--- config.mk ---
export PLATFORM = sky130hd
export DESIGN_NAME = endnode_tx_credit_queue_flat
export DESIGN_NICKNAME = d
export VERILOG_FILES = /design/src/rtl/endnode_tx_credit_queue_if.sv /design/src/rtl/endnode_tx_credit_queue.sv /design/src/flat_wrapper.sv
export SDC_FILE = /design/constraint.sdc
export NUM_CORES = 1
export LEC_CHECK = 0
export ABC_AREA = 1
export BUFFER_PORTS_ARGS = -buffer_cell sky130_fd_sc_hd__buf_4
export CAP_MARGIN = 20
export CORE_MARGIN = 3
export CORE_UTILIZATION = 50
export CTS_BUF_LIST = sky130_fd_sc_hd__clkbuf_2
export CTS_CLUSTER_DIAMETER = 120
export DETAILED_ROUTE_END_ITERATION = 7
export PLACE_DENSITY = 0.7
export SLEW_MARGIN = 15
export SYNTH_ARGS = -nofsm -noshare
export SYNTH_HDL_FRONTEND = slang
export SYNTH_SLANG_ARGS = --single-unit
--- constraint.sdc ---
create_clock -name CLK -period 3.18 [get_ports CLK]
set_clock_uncertainty 0.15 [all_clocks]
set_input_delay 0.477 -clock CLK [delete_from_list [all_inputs] [get_ports CLK]]
set_output_delay 0.477 -clock CLK [all_outputs]
set_load 0.05 [all_outputs]
--- src/rtl/endnode_tx_credit_queue_if.sv ---
// rtl/endnode_tx_credit_queue_if.sv - switch-side flit input and PHY-side issue handshake
interface endnode_tx_credit_queue_if #(
    parameter int FLIT_WIDTH = 38
);
    logic [FLIT_WIDTH-1:0] in_flit;
    logic                  in_vc;
    logic                  in_last;
    logic                  in_valid;
    logic                  in_ready;
    logic [FLIT_WIDTH-1:0] flit_tx;
    logic                  start_tx;
    logic                  packet_done_tx;
    logic                  tx_get_data;

    modport master (
        output in_flit, in_vc, in_last, in_valid, tx_get_data,
        input  in_ready, flit_tx, start_tx, packet_done_tx
    );

    modport slave (
        input  in_flit, in_vc, in_last, in_valid, tx_get_data,
        output in_ready, flit_tx, start_tx, packet_done_tx
    );
endinterface

--- src/rtl/endnode_tx_credit_queue.sv ---
// rtl/endnode_tx_credit_queue.sv - credit-gated TX flit queue with ack wait and timeout reissue
module endnode_tx_credit_queue #(
    parameter int DEPTH      = 8,
    parameter int CREDITS    = 8,
    parameter int FLIT_WIDTH = 38,
    parameter int TIMEOUT    = 1024
) (
    input  logic                         CLK,
    input  logic                         nRST,
    endnode_tx_credit_queue_if.slave     bus,
    input  logic [1:0]                   grtcred_rx,
    output logic [$clog2(CREDITS+1)-1:0] credit_cnt0,
    output logic [$clog2(CREDITS+1)-1:0] credit_cnt1,
    output logic [7:0]                   retry_cnt,
    output logic                         cred_ovf,
    output logic                         busy
);
    localparam int AW = $clog2(DEPTH);
    localparam int CW = $clog2(CREDITS + 1);
    localparam int TW = $clog2(TIMEOUT);
    localparam logic [AW:0]   FULL_CNT = (AW + 1)'(DEPTH);
    localparam logic [CW-1:0] CMAX     = CW'(CREDITS);
    localparam logic [TW-1:0] TLAST    = TW'(TIMEOUT - 1);

    typedef enum logic [1:0] {IDLE, ISSUE, WAIT} state_t;

    state_t                state_q, state_d;
    logic [FLIT_WIDTH-1:0] mem_flit [DEPTH];
    logic [DEPTH-1:0]      mem_vc;
    logic [DEPTH-1:0]      mem_last;
    logic [AW-1:0]         rd_ptr, wr_ptr;
    logic [AW:0]           count;
    logic [TW-1:0]         timer;
    logic                  reissue_q;
    logic [CW-1:0]         cred_q [2];
    logic                  push, pop, empty, head_vc, head_ok, retry_d, issue_first;
    logic [1:0]            dec;

    assign empty        = (count == '0);
    assign bus.in_ready = (count != FULL_CNT);
    assign push         = bus.in_valid && bus.in_ready;
    assign pop          = (state_q == WAIT) && bus.tx_get_data;
    assign head_vc      = mem_vc[rd_ptr];
    assign head_ok      = (cred_q[head_vc] != '0);

    assign bus.flit_tx        = empty ? '0 : mem_flit[rd_ptr];
    assign bus.start_tx       = (state_q == ISSUE);
    assign bus.packet_done_tx = (state_q == ISSUE) && mem_last[rd_ptr];

    // A reissue already holds its credit, so only the first issue consumes one
    assign issue_first = (state_q == ISSUE) && !reissue_q;
    assign dec[0]      = issue_first && !head_vc;
    assign dec[1]      = issue_first && head_vc;

    assign credit_cnt0 = cred_q[0];
    assign credit_cnt1 = cred_q[1];
    assign busy        = (state_q != IDLE) || !empty;

    always_comb begin
        state_d = state_q;
        retry_d = 1'b0;
        case (state_q)
            IDLE:  if (!empty && head_ok) state_d = ISSUE;
            ISSUE: state_d = WAIT;
            WAIT: begin
                if (bus.tx_get_data) begin
                    state_d = IDLE;
                end else if (timer == TLAST) begin
                    state_d = ISSUE;
                    retry_d = 1'b1;
                end
            end
            default: state_d = IDLE;
        endcase
    end

    always_ff @(posedge CLK) begin
        if (push) begin
            mem_flit[wr_ptr] <= bus.in_flit;
            mem_vc[wr_ptr]   <= bus.in_vc;
            mem_last[wr_ptr] <= bus.in_last;
        end
    end

    always_ff @(posedge CLK) begin
        if (!nRST) begin
            state_q   <= IDLE;
            rd_ptr    <= '0;
            wr_ptr    <= '0;
            count     <= '0;
            timer     <= '0;
            reissue_q <= 1'b0;
            retry_cnt <= '0;
            cred_ovf  <= 1'b0;
            cred_q[0] <= CMAX;
            cred_q[1] <= CMAX;
        end else begin
            state_q <= state_d;
            if (push) wr_ptr <= wr_ptr + 1'b1;
            if (pop)  rd_ptr <= rd_ptr + 1'b1;
            if (push && !pop)      count <= count + 1'b1;
            else if (!push && pop) count <= count - 1'b1;

            if (state_q == ISSUE)     timer <= '0;
            else if (state_q == WAIT) timer <= timer + 1'b1;

            if (state_d == ISSUE) reissue_q <= (state_q == WAIT);
            if (retry_d && retry_cnt != 8'hFF) retry_cnt <= retry_cnt + 1'b1;

            for (int v = 0; v < 2; v++) begin
                if (grtcred_rx[v] && !dec[v]) begin
                    if (cred_q[v] == CMAX) cred_ovf  <= 1'b1;
                    else                   cred_q[v] <= cred_q[v] + 1'b1;
                end else if (dec[v] && !grtcred_rx[v]) begin
                    cred_q[v] <= cred_q[v] - 1'b1;
                end
            end
        end
    end
endmodule
--- src/flat_wrapper.sv ---
// flat-port wrapper written by rule: the top's interface ports become plain ports
module endnode_tx_credit_queue_flat 
#(
    parameter int DEPTH      = 8,
    parameter int CREDITS    = 8,
    parameter int FLIT_WIDTH = 38,
    parameter int TIMEOUT    = 1024
)
  (CLK, nRST, grtcred_rx, credit_cnt0, credit_cnt1, retry_cnt, cred_ovf, busy, bus_in_flit, bus_in_vc, bus_in_last, bus_in_valid, bus_tx_get_data, bus_in_ready, bus_flit_tx, bus_start_tx, bus_packet_done_tx);
  endnode_tx_credit_queue_if #(.FLIT_WIDTH(FLIT_WIDTH)) bus_i ();
  input  logic CLK;
  input  logic nRST;
  input  logic [1:0] grtcred_rx;
  output logic [$clog2(CREDITS+1)-1:0] credit_cnt0;
  output logic [$clog2(CREDITS+1)-1:0] credit_cnt1;
  output logic [7:0] retry_cnt;
  output logic cred_ovf;
  output logic busy;
  input wire logic [$bits(bus_i.in_flit)-1:0] bus_in_flit;
  input wire logic [$bits(bus_i.in_vc)-1:0] bus_in_vc;
  input wire logic [$bits(bus_i.in_last)-1:0] bus_in_last;
  input wire logic [$bits(bus_i.in_valid)-1:0] bus_in_valid;
  input wire logic [$bits(bus_i.tx_get_data)-1:0] bus_tx_get_data;
  output wire logic [$bits(bus_i.in_ready)-1:0] bus_in_ready;
  output wire logic [$bits(bus_i.flit_tx)-1:0] bus_flit_tx;
  output wire logic [$bits(bus_i.start_tx)-1:0] bus_start_tx;
  output wire logic [$bits(bus_i.packet_done_tx)-1:0] bus_packet_done_tx;
  assign bus_i.in_flit = bus_in_flit;
  assign bus_i.in_vc = bus_in_vc;
  assign bus_i.in_last = bus_in_last;
  assign bus_i.in_valid = bus_in_valid;
  assign bus_i.tx_get_data = bus_tx_get_data;
  assign bus_in_ready = bus_i.in_ready;
  assign bus_flit_tx = bus_i.flit_tx;
  assign bus_start_tx = bus_i.start_tx;
  assign bus_packet_done_tx = bus_i.packet_done_tx;
  endnode_tx_credit_queue #(.DEPTH(DEPTH), .CREDITS(CREDITS), .FLIT_WIDTH(FLIT_WIDTH), .TIMEOUT(TIMEOUT)) u_core (.CLK(CLK), .nRST(nRST), .bus(bus_i), .grtcred_rx(grtcred_rx), .credit_cnt0(credit_cnt0), .credit_cnt1(credit_cnt1), .retry_cnt(retry_cnt), .cred_ovf(cred_ovf), .busy(busy));
endmodule
==> impl_summary.log <==
[metrics] outcome: finished clean
[metrics] Fin. Hold Viols: 0
[metrics] Antenna Nets Post-Route: 0
[metrics] critical-path maximum fanout: 15
[metrics] Post-DP HPWL: 18600 microns
[metrics] async set-reset flop share out of synthesis: 0%
[metrics] Cells after Synth: 1228
[metrics] family with the most delay on the worst path: buffers and inverters
[metrics] Tcrit/Tclk final: 98.5%
[metrics] leakage power: between 6 and 7 nW
[metrics] Slew @ Worst Pin: 0.609 ns
[metrics] area of the die: 0.0318 sq mm
[metrics] Power Internal: ~8 mW
[metrics] Achievable Freq: roughly 320 MHz
[metrics] CTS H-tree depth: 3
[metrics] row count: 62
[metrics] Die Span X: 178 microns
[metrics] tightest slew margin relative to the limit: 59.3%
[metrics] commonest non-fill, non-tap cell in the layout: sky130_fd_sc_hd__edfxtp_1
[metrics] Synth Cell Area: 0.0149 sq mm
[metrics] vias in the first global route: ~10000
[metrics] number of warnings issued by yosys: 0
[metrics] post-layout minimum cycle time: 3.13 ns
[metrics] worst r2r path cells: 13
[metrics] Power Total: approximately 13 mW
[metrics] setup repair after global routing missed its margin: yes
[metrics] syn avg cell area: 12.1 sq um
[metrics] net switching share of the total power: between 30% and 40%
[metrics] hold path depth: 2
[metrics] Total Nets Final: roughly 1500
[metrics] clock slew seen by the registers of the worst setup and hold paths: 0.10 ns
[metrics] critical path cell sequence: buf_4, buf_12, o21ai_0, o22ai_1, o21ai_0, a31oi_1, buf_4
[metrics] area taken by multi-input logic gates: 0.00390 sq mm
[metrics] GPL Wtd Cong: 0.785
[metrics] part of the total power dissipated in the clock network: 23.9%
[metrics] placeable core region: 0.0290 sq mm
[metrics] Starting DRT DRC Count: 1026
[metrics] top-level port count: between 100 and 150
[metrics] clock tree from TritonCTS: yes
[metrics] number of slew-limit violations in the final report: 0
[metrics] share of synthesized area occupied by flip-flops and latches: 71.0%
[metrics] per-cell via count in the routed design: 5.55
[metrics] buffering stage count on the worst path with inverters included: 3
[metrics] Slowest cell on crit path: sky130_fd_sc_hd__dfxtp_4
[metrics] Clock Sinks: 363
[metrics] initial antenna violation count: 2
[metrics] HP Class: input pin to flop
[metrics] clock insertion delay at the later pin of the skew report: around 0.9 ns
[metrics] routed via count: 10700
[metrics] power spent charging and discharging nets: 4.67 mW
[metrics] count of distinct cell types in the synthesized netlist: 40
[metrics] Data required, critical path: between 2 and 3 ns
[metrics] count of flip-flops with a built-in enable after synthesis: 328
[metrics] total overflow reported by the global router: 0
[metrics] number of buffers on the longest clock path: 3
[metrics] Pre-antenna DRT Iters: 6
[metrics] sequential group share of total power: 44.2%
[metrics] area occupied by registers: 0.0106 sq mm
[metrics] power density over the cells: between 600 and 700 mW/mm^2
[metrics] cell at the root of the clock tree: sky130_fd_sc_hd__clkbuf_2
[metrics] global-route usage over all layers: 21.3%
[metrics] area growth from synthesis to layout: 23.6%
[metrics] Final setup violation count: 0
[metrics] fill cell total of the finished layout: 2225
[metrics] Startpoint Class: flop
[metrics] fraction of layout cells with a size suffix above 1: 25.3%
[metrics] pin count of the biggest net entering global routing: 46
[metrics] detailed-route DRC error count: 0
[metrics] Total Wirelength: 36800 microns
[metrics] type of element capturing the critical path: output port
[metrics] wire length of the first global-routing pass: 52700 microns
[metrics] starting density of the core: 51.2%
[metrics] Max VDD drop: 0.482 mV
[metrics] setup total negative slack: 0 ns
[metrics] count of state elements after synthesis: approximately 360
[metrics] Avg WL per Cell: 19.1 microns
[metrics] die height: 178 microns
[metrics] predominant post-synthesis flop cell: sky130_fd_sc_hd__edfxtp_1
[metrics] Max stage delay on crit path: 0.44 ns
[metrics] number of I/O port buffers: 104
[metrics] count of cell instances traversed by the critical path: 7
[metrics] Combinational Power Share: 31.9%
[metrics] syn_nets: 1287
[metrics] Maximum Capacitance Violations: 0
[metrics] commonest cells after routing, fill and taps aside: sky130_fd_sc_hd__edfxtp_1, sky130_fd_sc_hd__nor2_1, sky130_fd_sc_hd__clkbuf_2
[metrics] number of buffers created by CTS: 90
[metrics] startpoint-to-endpoint class of the critical path: flop to output port
[metrics] data arrival time at the worst-slack endpoint: roughly 2.5 ns
[power groups by stage]
stage	combinational (mW)	sequential [mW]	clock (mW)
3_5_place_dp	3.51	5.74	0
3_3_place_gp	3.45	5.73	0
6_report	4.05	5.62	3.05
5_1_grt	4.32	5.65	3.35
4_1_cts	3.81	5.62	3.11
2_1_floorplan	2.29	5.83	0
[Yosys cell counts (4+ instances only)]
library cell / number / share of area (%)
sky130_fd_sc_hd__xor2_1: 9 / 0.53
sky130_fd_sc_hd__nand4_1: 8 / 0.34
sky130_fd_sc_hd__dfxtp_1: 35 / 4.7
sky130_fd_sc_hd__ha_1: 11 / 0.93
sky130_fd_sc_hd__nand3_2: 4 / 0.27
sky130_fd_sc_hd__a21oi_1: 27 / 0.91
sky130_fd_sc_hd__o21ai_1: 44 / 1.5
sky130_fd_sc_hd__buf_4: 4 / 0.20
sky130_fd_sc_hd__nand2_1: 53 / 1.3
sky130_fd_sc_hd__nor3_1: 5 / 0.17
sky130_fd_sc_hd__nand2_4: 4 / 0.30
sky130_fd_sc_hd__edfxtp_1: 328 / 66
sky130_fd_sc_hd__o21ai_0: 166 / 5.6
sky130_fd_sc_hd__clkbuf_1: 37 / 0.93
sky130_fd_sc_hd__inv_1: 52 / 1.3
sky130_fd_sc_hd__nand2_2: 6 / 0.25
sky130_fd_sc_hd__a31oi_1: 40 / 1.7
sky130_fd_sc_hd__buf_2: 20 / 0.67
sky130_fd_sc_hd__inv_2: 8 / 0.20
sky130_fd_sc_hd__o22ai_1: 39 / 1.6
sky130_fd_sc_hd__nand3_1: 23 / 0.77
sky130_fd_sc_hd__nor2_1: 270 / 6.8
sky130_fd_sc_hd__nand3_4: 6 / 0.71
[worst register-to-register path: stages, from the launching register on]
cell,delay [ns]
sky130_fd_sc_hd__dfxtp_1,0.57
sky130_fd_sc_hd__inv_4,0.13
sky130_fd_sc_hd__nand2_1,0.09
sky130_fd_sc_hd__nand3_1,0.11
sky130_fd_sc_hd__nand3_4,0.14
sky130_fd_sc_hd__nand2_4,0.08
sky130_fd_sc_hd__nand3_4,0.11
sky130_fd_sc_hd__inv_1,0.08
sky130_fd_sc_hd__ha_1,0.32
sky130_fd_sc_hd__a21oi_1,0.15
sky130_fd_sc_hd__nand2_1,0.09
sky130_fd_sc_hd__xor2_1,0.16
sky130_fd_sc_hd__xnor2_1,0.16
sky130_fd_sc_hd__nand2_1,0.06
[final timing paths]
path / from / end / slack [ns]
worst max-delay path: flop / bus_flit_tx[0] / 0.05
worst min-delay path: bus_in_flit[29] / u_core.mem_flit[2][29] / 0.20
worst max register to register: u_core.rd_ptr[0] / u_core.cred_q[0][3] / 0.59
worst min register to register: u_core.count[0] / u_core.count[0] / 0.34
[stage by stage]
step | hold WS, ns | setup slack [ns] | util (%) | std cells | instance area (sq um)
global route | 0.113 | -0.0890 | 63.3 | 1927 | 18400
finish | 0.197 | 0.0485 | 63.3 | 1927 | 18400
CTS | 0.0857 | -0.0309 | 61.5 | 1902 | 17800
global placement | 0.320 | 0.604 | 56.0 | 1681 | 16200
detailed placement | 0.334 | 0.551 | 56.0 | 1681 | 16200
floorplan | 0.309 | -0.411 | - | 1228 | 14900
[registers in the layout, summed over array words and instances, names as in the netlist, named ones only]
signal            cells
u_core.wr_ptr         3
u_core.cred_q         8
u_core.cred_ovf       1
u_core.timer         10
u_core.mem_last       8
u_core.rd_ptr         3
u_core.mem_vc         8
u_core.count          4
u_core.mem_flit     304
u_core.state_q        2
u_core.reissue_q      1
u_core.retry_cnt      8
[layer usage]
metal / track usage, % / vias up / wire length, microns
li1: - / 4977 / -
met1: 27.9 / 5132 / 14700
met2: 35.1 / 516 / 18300
met3: 4.28 / 70 / 3030
met4: 8.34 / 0 / 755
met5: 0 / - / 0
[logic make-up after synthesis]
kind of cell | count (synthesis) | synth area share (%)
simple gates | 394 | 12.0
flops | 363 | 71.0
compound gates | 319 | 11.5
buf+inv | 127 | 3.65
fa+ha+maj | 13 | 1.20
xor+xnor | 12 | 0.707
[cell type report]
type | instances | area share, %
sequential | 363 | 57.5
multi-input combinational | 738 | 21.2
timing repair buffer | 217 | 12.5
clock buffer | 137 | 3.73
tap | 384 | 2.62
inverter | 62 | 1.45
clock inverter | 21 | 0.688
timing repair inverter | 3 | 0.218
antenna | 2 | 0.0273
[what timing repair did]
item                                    4_1_cts  5_1_grt
pin swaps                                     0       24
hold buffers                                 47        0
cloned                                        4       16
endpoints found under the setup margin       38       37
setup buffers                                12        9
hold endpoints to repair                    361        0
gates resized for setup                      25       74
Note: power is estimated with default switching activity, not from simulation.
